**src/rtl/ov7670_pixel_capture_if.sv**
```systemverilog
`default_nettype none
// +--------------------------------------------------------------------+
// | ov7670_pixel_capture_if : captured-pixel stream (valid/ready)      |
// | Rev 1.0                                                            |
// +--------------------------------------------------------------------+
interface ov7670_pixel_capture_if #(
   parameter int H_PIXELS = 320,
   parameter int V_LINES  = 240
);
   localparam int XW = $clog2(H_PIXELS);
   localparam int YW = $clog2(V_LINES);

   logic [15:0]   pixelData;
   logic          pixelValid;
   logic          pixelReady;
   logic [XW-1:0] pixelX;
   logic [YW-1:0] pixelY;

   modport master (output pixelData, pixelValid, pixelX, pixelY, input pixelReady);
   modport slave  (input pixelData, pixelValid, pixelX, pixelY, output pixelReady);
endinterface
`default_nettype wire

```
**src/rtl/ov7670_pixel_capture.sv**
```systemverilog
`default_nettype none
// +--------------------------------------------------------------------+
// | ov7670_pixel_capture : OV7670 byte stream -> RGB565 pixels + x/y   |
// | Rev 1.0                                                            |
// +--------------------------------------------------------------------+
module ov7670_pixel_capture #(
   parameter int H_PIXELS = 320,
   parameter int V_LINES  = 240
) (
   input  wire logic       clk,
   input  wire logic       reset,
   input  wire logic       pclk,
   input  wire logic       href,
   input  wire logic       vsync,
   input  wire logic [7:0] camData,
   ov7670_pixel_capture_if.master pix,
   output logic            frameStart,
   output logic            lineError,
   output logic            overflow
);
   localparam int XW = $clog2(H_PIXELS);
   localparam int YW = $clog2(V_LINES);
   localparam int FW = 16 + XW + YW;
   localparam logic [XW-1:0] COL_LAST  = XW'(H_PIXELS - 1);
   localparam logic [YW-1:0] LINE_LAST = YW'(V_LINES - 1);

   typedef enum logic [1:0] {IDLE, WAIT_LINE, HIGH_BYTE, LOW_BYTE} state_t;

   logic [1:0] pclk_sync, href_sync, vsync_sync;
   logic [7:0] data_s1, data_s2;
   logic       pclk_d, href_d, vsync_d;

   always_ff @(posedge clk) begin
      if (reset) begin
         pclk_sync  <= '0;
         href_sync  <= '0;
         vsync_sync <= '0;
         data_s1    <= '0;
         data_s2    <= '0;
         pclk_d     <= 1'b0;
         href_d     <= 1'b0;
         vsync_d    <= 1'b0;
      end else begin
         pclk_sync  <= {pclk_sync[0], pclk};
         href_sync  <= {href_sync[0], href};
         vsync_sync <= {vsync_sync[0], vsync};
         data_s1    <= camData;
         data_s2    <= data_s1;
         pclk_d     <= pclk_sync[1];
         href_d     <= href_sync[1];
         vsync_d    <= vsync_sync[1];
      end
   end

   logic pclk_rise, href_fall, vsync_rise, href_now;
   assign href_now   = href_sync[1];
   assign pclk_rise  = pclk_sync[1] & ~pclk_d;
   assign href_fall  = ~href_now & href_d;
   assign vsync_rise = vsync_sync[1] & ~vsync_d;

   state_t        state, state_nxt;
   logic [XW-1:0] col, col_nxt;
   logic          col_full, col_full_nxt;  // column has reached H_PIXELS
   logic [YW-1:0] line, line_nxt;
   logic [7:0]    hi_byte, hi_nxt;
   logic          line_err_nxt, frame_start_nxt, push;

   always_ff @(posedge clk) begin
      if (reset) begin
         state      <= IDLE;
         col        <= '0;
         col_full   <= 1'b0;
         line       <= '0;
         hi_byte    <= '0;
         lineError  <= 1'b0;
         frameStart <= 1'b0;
      end else begin
         state      <= state_nxt;
         col        <= col_nxt;
         col_full   <= col_full_nxt;
         line       <= line_nxt;
         hi_byte    <= hi_nxt;
         lineError  <= line_err_nxt;
         frameStart <= frame_start_nxt;
      end
   end

   always_comb begin
      state_nxt       = state;
      col_nxt         = col;
      col_full_nxt    = col_full;
      line_nxt        = line;
      hi_nxt          = hi_byte;
      line_err_nxt    = lineError;
      frame_start_nxt = 1'b0;
      push            = 1'b0;
      if (vsync_rise) begin
         frame_start_nxt = 1'b1;
         col_nxt         = '0;
         col_full_nxt    = 1'b0;
         line_nxt        = '0;
         line_err_nxt    = 1'b0;
         state_nxt       = WAIT_LINE;
      end else begin
         unique case (state)
            IDLE: ;
            WAIT_LINE: begin
               if (href_now) begin
                  col_nxt      = '0;
                  col_full_nxt = 1'b0;
                  state_nxt    = HIGH_BYTE;
               end
            end
            HIGH_BYTE, LOW_BYTE: begin
               if (href_fall) begin
                  if (state == LOW_BYTE || !col_full)
                     line_err_nxt = 1'b1;
                  line_nxt  = (line == LINE_LAST) ? '0 : line + YW'(1);
                  state_nxt = WAIT_LINE;
               end else if (pclk_rise && href_now) begin
                  if (state == HIGH_BYTE) begin
                     hi_nxt    = data_s2;
                     state_nxt = LOW_BYTE;
                  end else begin
                     if (col_full) begin
                        line_err_nxt = 1'b1;
                     end else begin
                        push = 1'b1;
                        if (col == COL_LAST)
                           col_full_nxt = 1'b1;
                        else
                           col_nxt = col + XW'(1);
                     end
                     state_nxt = HIGH_BYTE;
                  end
               end
            end
            default: state_nxt = IDLE;
         endcase
      end
   end

   // Two-entry output FIFO; a full FIFO still accepts a push when it pops.
   logic [FW-1:0] mem [2];
   logic          wr_ptr, rd_ptr;
   logic [1:0]    count;
   logic          pop, full, push_ok;

   assign full    = (count == 2'd2);
   assign pop     = (count != 2'd0) & pix.pixelReady;
   assign push_ok = push & (~full | pop);

   always_ff @(posedge clk) begin
      if (reset) begin
         mem[0]   <= '0;
         mem[1]   <= '0;
         wr_ptr   <= 1'b0;
         rd_ptr   <= 1'b0;
         count    <= 2'd0;
         overflow <= 1'b0;
      end else begin
         if (push_ok) begin
            mem[wr_ptr] <= {hi_byte, data_s2, col, line};
            wr_ptr      <= ~wr_ptr;
         end
         if (pop)
            rd_ptr <= ~rd_ptr;
         unique case ({push_ok, pop})
            2'b10:   count <= count + 2'd1;
            2'b01:   count <= count - 2'd1;
            default: count <= count;
         endcase
         if (push && full && !pop)
            overflow <= 1'b1;
      end
   end

   assign pix.pixelValid = (count != 2'd0);
   assign {pix.pixelData, pix.pixelX, pix.pixelY} = mem[rd_ptr];
endmodule
`default_nettype wire

```
**src/flat_wrapper.sv**
```systemverilog
// flat-port wrapper written by rule: the top's interface ports become plain ports
module ov7670_pixel_capture_flat 
#(
   parameter int H_PIXELS = 320,
   parameter int V_LINES  = 240
)
  (clk, reset, pclk, href, vsync, camData, frameStart, lineError, overflow, pix_pixelData, pix_pixelValid, pix_pixelX, pix_pixelY, pix_pixelReady);
  ov7670_pixel_capture_if #(.H_PIXELS(H_PIXELS), .V_LINES(V_LINES)) pix_i ();
  input  wire logic clk;
  input  wire logic reset;
  input  wire logic pclk;
  input  wire logic href;
  input  wire logic vsync;
  input  wire logic [7:0] camData;
  output logic frameStart;
  output logic lineError;
  output logic overflow;
  output wire logic [$bits(pix_i.pixelData)-1:0] pix_pixelData;
  output wire logic [$bits(pix_i.pixelValid)-1:0] pix_pixelValid;
  output wire logic [$bits(pix_i.pixelX)-1:0] pix_pixelX;
  output wire logic [$bits(pix_i.pixelY)-1:0] pix_pixelY;
  input wire logic [$bits(pix_i.pixelReady)-1:0] pix_pixelReady;
  assign pix_pixelData = pix_i.pixelData;
  assign pix_pixelValid = pix_i.pixelValid;
  assign pix_pixelX = pix_i.pixelX;
  assign pix_pixelY = pix_i.pixelY;
  assign pix_i.pixelReady = pix_pixelReady;
  ov7670_pixel_capture #(.H_PIXELS(H_PIXELS), .V_LINES(V_LINES)) u_core (.clk(clk), .reset(reset), .pclk(pclk), .href(href), .vsync(vsync), .camData(camData), .pix(pix_i), .frameStart(frameStart), .lineError(lineError), .overflow(overflow));
endmodule
```
**config.mk**
```make
export PLATFORM = sky130hd
export DESIGN_NAME = ov7670_pixel_capture_flat
export DESIGN_NICKNAME = d
export VERILOG_FILES = /design/src/rtl/ov7670_pixel_capture_if.sv /design/src/rtl/ov7670_pixel_capture.sv /design/src/flat_wrapper.sv
export SDC_FILE = /design/constraint.sdc
export NUM_CORES = 1
export LEC_CHECK = 0
export BUFFER_PORTS_ARGS = -buffer_cell sky130_fd_sc_hd__buf_2
export CORE_MARGIN = 2
export CORE_UTILIZATION = 35
export DETAILED_ROUTE_END_ITERATION = 7
export GPL_ROUTABILITY_DRIVEN = 1
export PLACE_DENSITY = 0.59
export SLEW_MARGIN = 0
export SYNTH_ARGS = -nofsm -noshare
export SYNTH_HDL_FRONTEND = slang
export SYNTH_SLANG_ARGS = --single-unit
```
**constraint.sdc**
```tcl
create_clock -name clk -period 3.5 [get_ports clk]
set_input_delay 0.7 -clock clk [delete_from_list [all_inputs] [get_ports clk]]
set_output_delay 0.7 -clock clk [all_outputs]
set_load 0.005 [all_outputs]
```
==> results of run 1 <==
## per-stage QoR
step / setup slack, ns / cells
finish: 0.986 / 677
global route: 0.764 / 677
CTS: 0.916 / 677
detailed placement: 0.789 / 645
global placement: 0.800 / 645
floorplan: 0.491 / 425
## layer usage
| metal | vias up | share of wire, % | track usage, % |
|---|---|---|---|
| li1 | 1602 | - | - |
| met1 | 1516 | 48 | 17.0 |
| met2 | 72 | 47 | 19.9 |
| met3 | 17 | 3.4 | 3.54 |
| met4 | 0 | 1.9 | 5.95 |
| met5 | - | 0 | 0 |
## worst reg2reg max path, cell delays in order, from the launching register on
cell and delay, ns:
dfxtp_1 0.65, nand4_2 0.26, nor3_2 0.20, buf_4 0.30
or2_2 0.70
## final timing paths
path / start / endpoint / slack [ns] / depth (start not counted)
max: u_core.state[1] / u_core.mem[1][11] / 0.99 / 4
max reg2reg: u_core.state[1] / u_core.mem[1][11] / 0.99 / 4
min: u_core.data_s1[4] / u_core.data_s2[4] / 0.43 / 1
min reg2reg: u_core.data_s1[4] / u_core.data_s2[4] / 0.43 / 1
## cell families (layout without fill, tap and decap cells)
family                   Yosys count  in the layout  synth area share, %
adder cells (fa/ha/maj)            3              3                0.715
AND/OR/NAND/NOR                  182            182                 21.0
XOR/XNOR                          10             10                 1.67
buffers and inverters             24             92                 1.93
multiplexers                      42             42                 8.81
AO/OA/AOI/OAI                     37             37                 4.86
flip-flops                       127            127                 61.0
## power breakdown
group	total [mW]	internal, mW	leakage (nW)	switching, mW
clock network	1.73	1.07	0.302	0.667
registers	1.62	1.61	1.16	0.0142
logic	0.0924	0.0417	0.999	0.0507
## cells in the final DEF, fill, tap and decap left out, types with 2 or more instances in the layout
| cell type | synthesis | layout |
|---|---|---|
| or3_1 | 2 | 2 |
| inv_6 | 0 | 6 |
| edfxtp_1 | 66 | 66 |
| nand2b_1 | 8 | 8 |
| and4_1 | 2 | 2 |
| o21ai_0 | 3 | 3 |
| nor2b_1 | 34 | 34 |
| buf_4 | 0 | 5 |
| inv_4 | 0 | 3 |
| nand3_1 | 10 | 10 |
| mux2i_1 | 8 | 8 |
| and3b_1 | 2 | 2 |
| ha_1 | 3 | 3 |
| or2_2 | 2 | 2 |
| nand2_1 | 10 | 10 |
| and2_1 | 67 | 67 |
| nand4b_1 | 3 | 3 |
| a31oi_1 | 5 | 5 |
| a21o_1 | 3 | 3 |
| a21oi_1 | 12 | 12 |
| buf_2 | 9 | 50 |
| o221ai_1 | 2 | 2 |
| clkbuf_16 | 0 | 20 |
| nor4_2 | 2 | 2 |
| mux2_2 | 34 | 34 |
| xnor2_1 | 8 | 8 |
| xor2_1 | 2 | 2 |
| inv_1 | 5 | 5 |
| dfxtp_1 | 61 | 61 |
| nor3_1 | 5 | 5 |
| nor2_1 | 25 | 25 |
## synth_stat cells, drive strengths merged, types with 2 or more instances
cell type and instances:
a21o 3, a21oi 12, a31oi 5, and2 67, and3b 2, and4 2, buf 9, clkbuf 10
dfxtp 61, edfxtp 66, ha 3, inv 5, mux2 34, mux2i 8, nand2 11, nand2b 8
nand3 10, nand4b 3, nor2 25, nor2b 34, nor3 6, nor4 3, o21ai 3, o21bai 2
o221ai 2, or2 2, or3 2, xnor2 8, xor2 2
## final cells by class
cell class / count / area share (%)
Timing Repair Buffer: 55 / 4.57
Multi-Input combinational cell: 274 / 31.0
Clock inverter: 11 / 1.35
Clock buffer: 21 / 8.17
Sequential cell: 127 / 50.9
Inverter: 5 / 0.298
Tap cell: 184 / 3.66
## registers in the layout, indices dropped and copies added (netlist names), 2 cells and up, named ones only
name               flops
u_core.hi_byte         8
u_core.state           2
u_core.mem            66
u_core.pclk_sync       2
u_core.line            8
u_core.href_sync       2
u_core.col             9
u_core.vsync_sync      2
u_core.data_s2         8
u_core.count           2
u_core.data_s1         8
==> impl_metrics.env, run 1 <==
export IMPL_outcome="finished, final reports clean"
export IMPL_wl_um=9720
export IMPL_layout_nets=497
export IMPL_place_area_um2=5690
export IMPL_drive_gt1_share_pct=27.4
export IMPL_place_hpwl_um=6360
export IMPL_synth_area_leaders="edfxtp_1 (38%), dfxtp_1 (23%), and2_1 (8.0%)"
export IMPL_cts_repair_resized=0
export IMPL_synth_cell_type_count=49
export IMPL_grt_pass1_wl_um=16300
export IMPL_clkTransAtPathRegs_ns=0.06
export IMPL_regArea_um2=3200
export IMPL_fin_tns_setup_ns=0
export IMPL_die_h_um=127
export IMPL_antenna_found_initial=0
export IMPL_ys_seq_area_share_pct=61.0
export IMPL_first_pass_iters=5
export IMPL_post_route_drc_count=0
export IMPL_setup_violations=0
export IMPL_num_antenna_cells=0
export IMPL_start_util_pct=36.0
export IMPL_syn_instance_count=425
export IMPL_hold_violations=0
export IMPL_skew_ns=0.00659
export IMPL_grt_pass1_vias=3215
export IMPL_yosysWarnings=0
export IMPL_crit_fanout=33
export IMPL_grt_overflow=0
export IMPL_clkLatencyLatePin_ns=0.41
export IMPL_cp_end_kind="register"
export IMPL_post_route_min_period_ns=2.51
export IMPL_viasPerCell=4.74
export IMPL_pwr_density_cell_nw_per_um2=548
export IMPL_syn2layout_area_growth_pct=19.8
export IMPL_drt_iter0_markers=175
export IMPL_die_w_um=127
export IMPL_rsz0062_at_grt="no"
export IMPL_clock_sinks=127
export IMPL_cp_start_kind="register"
export IMPL_fp_dieArea_um2=16000
export IMPL_multiInputGateArea_um2=1950
export IMPL_grt_max_degree=47
export IMPL_synth_seq_cells=127
export IMPL_finalInstanceArea_um2=6290
export IMPL_core_area_um2=14600
export IMPL_holdWs_ns=0.435
export IMPL_slew_violations=0
export IMPL_final_core_util_pct=43.1
export IMPL_syn_area_per_cell_um2=12.4
export IMPL_cp_arrival_ns=2.55
export IMPL_port_buffers=50
export IMPL_fillers=1312
export IMPL_critical_path_class="register to register"
export IMPL_ioPinCount=51
export IMPL_syn_area_um2=5250
export IMPL_tritoncts="yes"
export IMPL_synth_flop_cell="edfxtp_1"
export IMPL_finalPower_mw=3.45
export IMPL_tightest_slew_ns=0.800
export IMPL_leakagePower_nw=2.46
export IMPL_cp_slowest_cell="or2_2"
export IMPL_min_path_type="register to register"
export IMPL_fin_crit_sh_pct=71.8
export IMPL_cts_buffer_depth=2
export IMPL_post_cts_buffers=0
export IMPL_cts_hold_buf=0
export IMPL_vias=3207
export IMPL_slowest_delay_ns=0.69
export IMPL_crit_buf_inv=1
export IMPL_numCtsBuffers=17
export IMPL_wl_per_cell_um=14.4
export IMPL_synth_top_area_share_pct=37.7
export IMPL_gp_congestion=0.771
export IMPL_cp_top_family="simple AND/OR/NAND/NOR gates"
export IMPL_track_usage_pct=12.9
export IMPL_max_slew_margin_rel_pct=46.7
export IMPL_row_count=44
export IMPL_ant_nets=0
export IMPL_synthArstFlopShare_pct=0
export IMPL_synth_edff_count=66
export IMPL_crit_required_ns=3.54
export IMPL_drv_cap=0
export IMPL_synth_nets=442
export IMPL_yosysTopAreaCell="edfxtp_1"
export IMPL_cts_root_buf="clkbuf_16"
export IMPL_crit_chain="nand4_2, nor3_2, buf_4, or2_2"
export IMPL_maxClockFrequency_mhz=398
export IMPL_cts_htree_levels=4
export IMPL_vdd_drop_max_v=0.000294
No activity file was read; power rests on OpenSTA's default activity.
==> inputs of run 2 (changes only) <==
==> constraint.sdc (replaced) <==
create_clock -name clk -period 2.46 [get_ports clk]
set_input_delay 0.492 -clock clk [delete_from_list [all_inputs] [get_ports clk]]
set_output_delay 0.492 -clock clk [all_outputs]
set_load 0.005 [all_outputs]
==> impl_metrics.env, run 2 (synthesis results as in run 1) <==
export IMPL_outcome="finished, final reports clean"
export IMPL_p_sw_share_pct=19.9
export IMPL_clkLatencyLatePin_ns=0.41
export IMPL_fp_dieArea_um2=16000
export IMPL_combPwrFrac_pct=2.9
export IMPL_die_w_um=127
export IMPL_cp_end_kind="register"
export IMPL_tritoncts="yes"
export IMPL_leakagePower_nw=2.44
export IMPL_instances_no_fill=681
export IMPL_r2r_cells=4
export IMPL_r2r_start="u_core.href_sync[1]"
export IMPL_first_pass_iters=4
export IMPL_slew_violations=0
export IMPL_wl_per_cell_um=14.5
export IMPL_wl_um=9870
export IMPL_grt_max_degree=34
export IMPL_cts_hold_buf=0
export IMPL_p_seq_share_pct=49.4
export IMPL_largest_reg_flops=66
export IMPL_crit_required_ns=2.49
export IMPL_crit_fanout=33
export IMPL_max_slew_margin_rel_pct=44.0
export IMPL_grt_overflow=0
export IMPL_cts_buffer_depth=2
export IMPL_maxClockFrequency_mhz=458
export IMPL_final_common_cell="and2_1"
export IMPL_clkPwrFrac_pct=47.7
export IMPL_fin_tns_setup_ns=0
export IMPL_start_util_pct=36.0
export IMPL_viasPerCell=4.70
export IMPL_num_antenna_cells=0
export IMPL_whs_endpoint="u_core.pclk_sync[0]"
export IMPL_grt_pass1_wl_um=16600
export IMPL_min_delay_path_depth=2
export IMPL_r2r_slack_ns=0.28
export IMPL_layout_nets=501
export IMPL_cts_root_buf="clkbuf_16"
export IMPL_core_area_um2=14600
export IMPL_row_count=44
export IMPL_rsz0062_at_grt="no"
export IMPL_cp_arrival_ns=2.21
export IMPL_numCtsBuffers=17
export IMPL_die_h_um=127
export IMPL_pwr_density_cell_nw_per_um2=747
export IMPL_fin_crit_sh_pct=88.7
export IMPL_skew_ns=0.00742
export IMPL_antenna_found_initial=0
export IMPL_track_usage_pct=13.2
export IMPL_post_route_drc_count=0
export IMPL_port_buffers=50
export IMPL_drive_gt1_share_pct=26.2
export IMPL_cp_start_kind="register"
export IMPL_worstHoldStart="pclk"
export IMPL_power_switching_mw=0.928
export IMPL_regMostFlops="u_core.mem"
export IMPL_holdWs_ns=0.291
export IMPL_reg_largest_list="u_core.mem: 66 flops, u_core.col: 9 flops"
export IMPL_drv_cap=0
export IMPL_ioPinCount=51
export IMPL_min_path_type="primary input to register"
export IMPL_finalPower_mw=4.67
export IMPL_cts_htree_levels=4
export IMPL_gp_congestion=0.840
export IMPL_setup_violations=0
export IMPL_post_cts_buffers=0
export IMPL_place_hpwl_um=6300
export IMPL_clock_sinks=127
export IMPL_vdd_drop_max_v=0.000371
export IMPL_critical_path_class="register to register"
export IMPL_hold_violations=0
export IMPL_cts_repair_resized=0
export IMPL_dp_cells=649
export IMPL_internal_power_mw=3.74
export IMPL_tightest_slew_ns=0.839
export IMPL_layout_common_cells="and2_1 (67), edfxtp_1 (66), dfxtp_1 (61), buf_2 (50)"
export IMPL_syn2layout_area_growth_pct=19.2
export IMPL_vias=3199
export IMPL_ant_nets=0
export IMPL_reg2reg_to="u_core.mem[1][13]"
export IMPL_place_area_um2=5730
export IMPL_drt_iter0_markers=226
export IMPL_clkTransAtPathRegs_ns=0.06
export IMPL_finalInstanceArea_um2=6260
export IMPL_grt_pass1_vias=3284
export IMPL_post_route_min_period_ns=2.18
run 2: per-layer routing:
| metal | vias up | global-route usage (%) | share of wire, % |
|---|---|---|---|
| li1 | 1610 | - | - |
| met1 | 1501 | 17.9 | 49 |
| met2 | 71 | 19.6 | 45 |
| met3 | 17 | 3.58 | 3.9 |
| met4 | 0 | 6.66 | 2.4 |
| met5 | - | 0 | 0 |
run 2: final cells by class:
type,instances,area (um^2)
well taps,184,230
clock inverters,9,67.6
flip-flops and latches,127,3200
multi-input cells,274,1950
fillers,1345,8330
clock buffers,23,458
inverters,5,18.8
repair buffers,59,330
run 2: worst max-delay path by stage:
| stage | start | end | slack, ns | cells after the start |
|---|---|---|---|---|
| finish | u_core.href_sync[1] | u_core.mem[1][13] | 0.28 | 4 |
| global route | u_core.href_sync[1] | u_core.mem[1][8] | 0.06 | 4 |
| CTS | u_core.href_sync[1] | u_core.mem[1][16] | 0.23 | 4 |
| detailed placement | u_core.href_sync[1] | u_core.mem[1][7] | 0.24 | 4 |
| global placement | u_core.href_sync[1] | u_core.mem[1][12] | 0.32 | 4 |
| floorplan | u_core.href_sync[1] | u_core.mem[0][0] | 0.17 | 5 |
run 2: critical path, cell delays in order (launching register included):
cell,delay [ns]
dfxtp_1,0.46
and3b_1,0.23
nand4_2,0.18
nor3_2,0.21
or2_2,0.68
run 2: per-stage QoR:
stage / setup slack [ns] / util [%]
4_1_cts: 0.226 / 42.9
5_1_grt: 0.0640 / 42.9
6_report: 0.279 / 42.9
3_5_place_dp: 0.237 / 39.3
3_3_place_gp: 0.318 / 39.3
2_1_floorplan: 0.169 / -
run 2: power by group through the flow:
stage / clock (mW) / combinational, mW / sequential (mW)
floorplan: 0 / 0.0813 / 2.34
global placement: 0 / 0.140 / 2.35
detailed placement: 0 / 0.141 / 2.35
CTS: 2.27 / 0.142 / 2.31
global route: 2.36 / 0.153 / 2.31
finish: 2.23 / 0.137 / 2.31
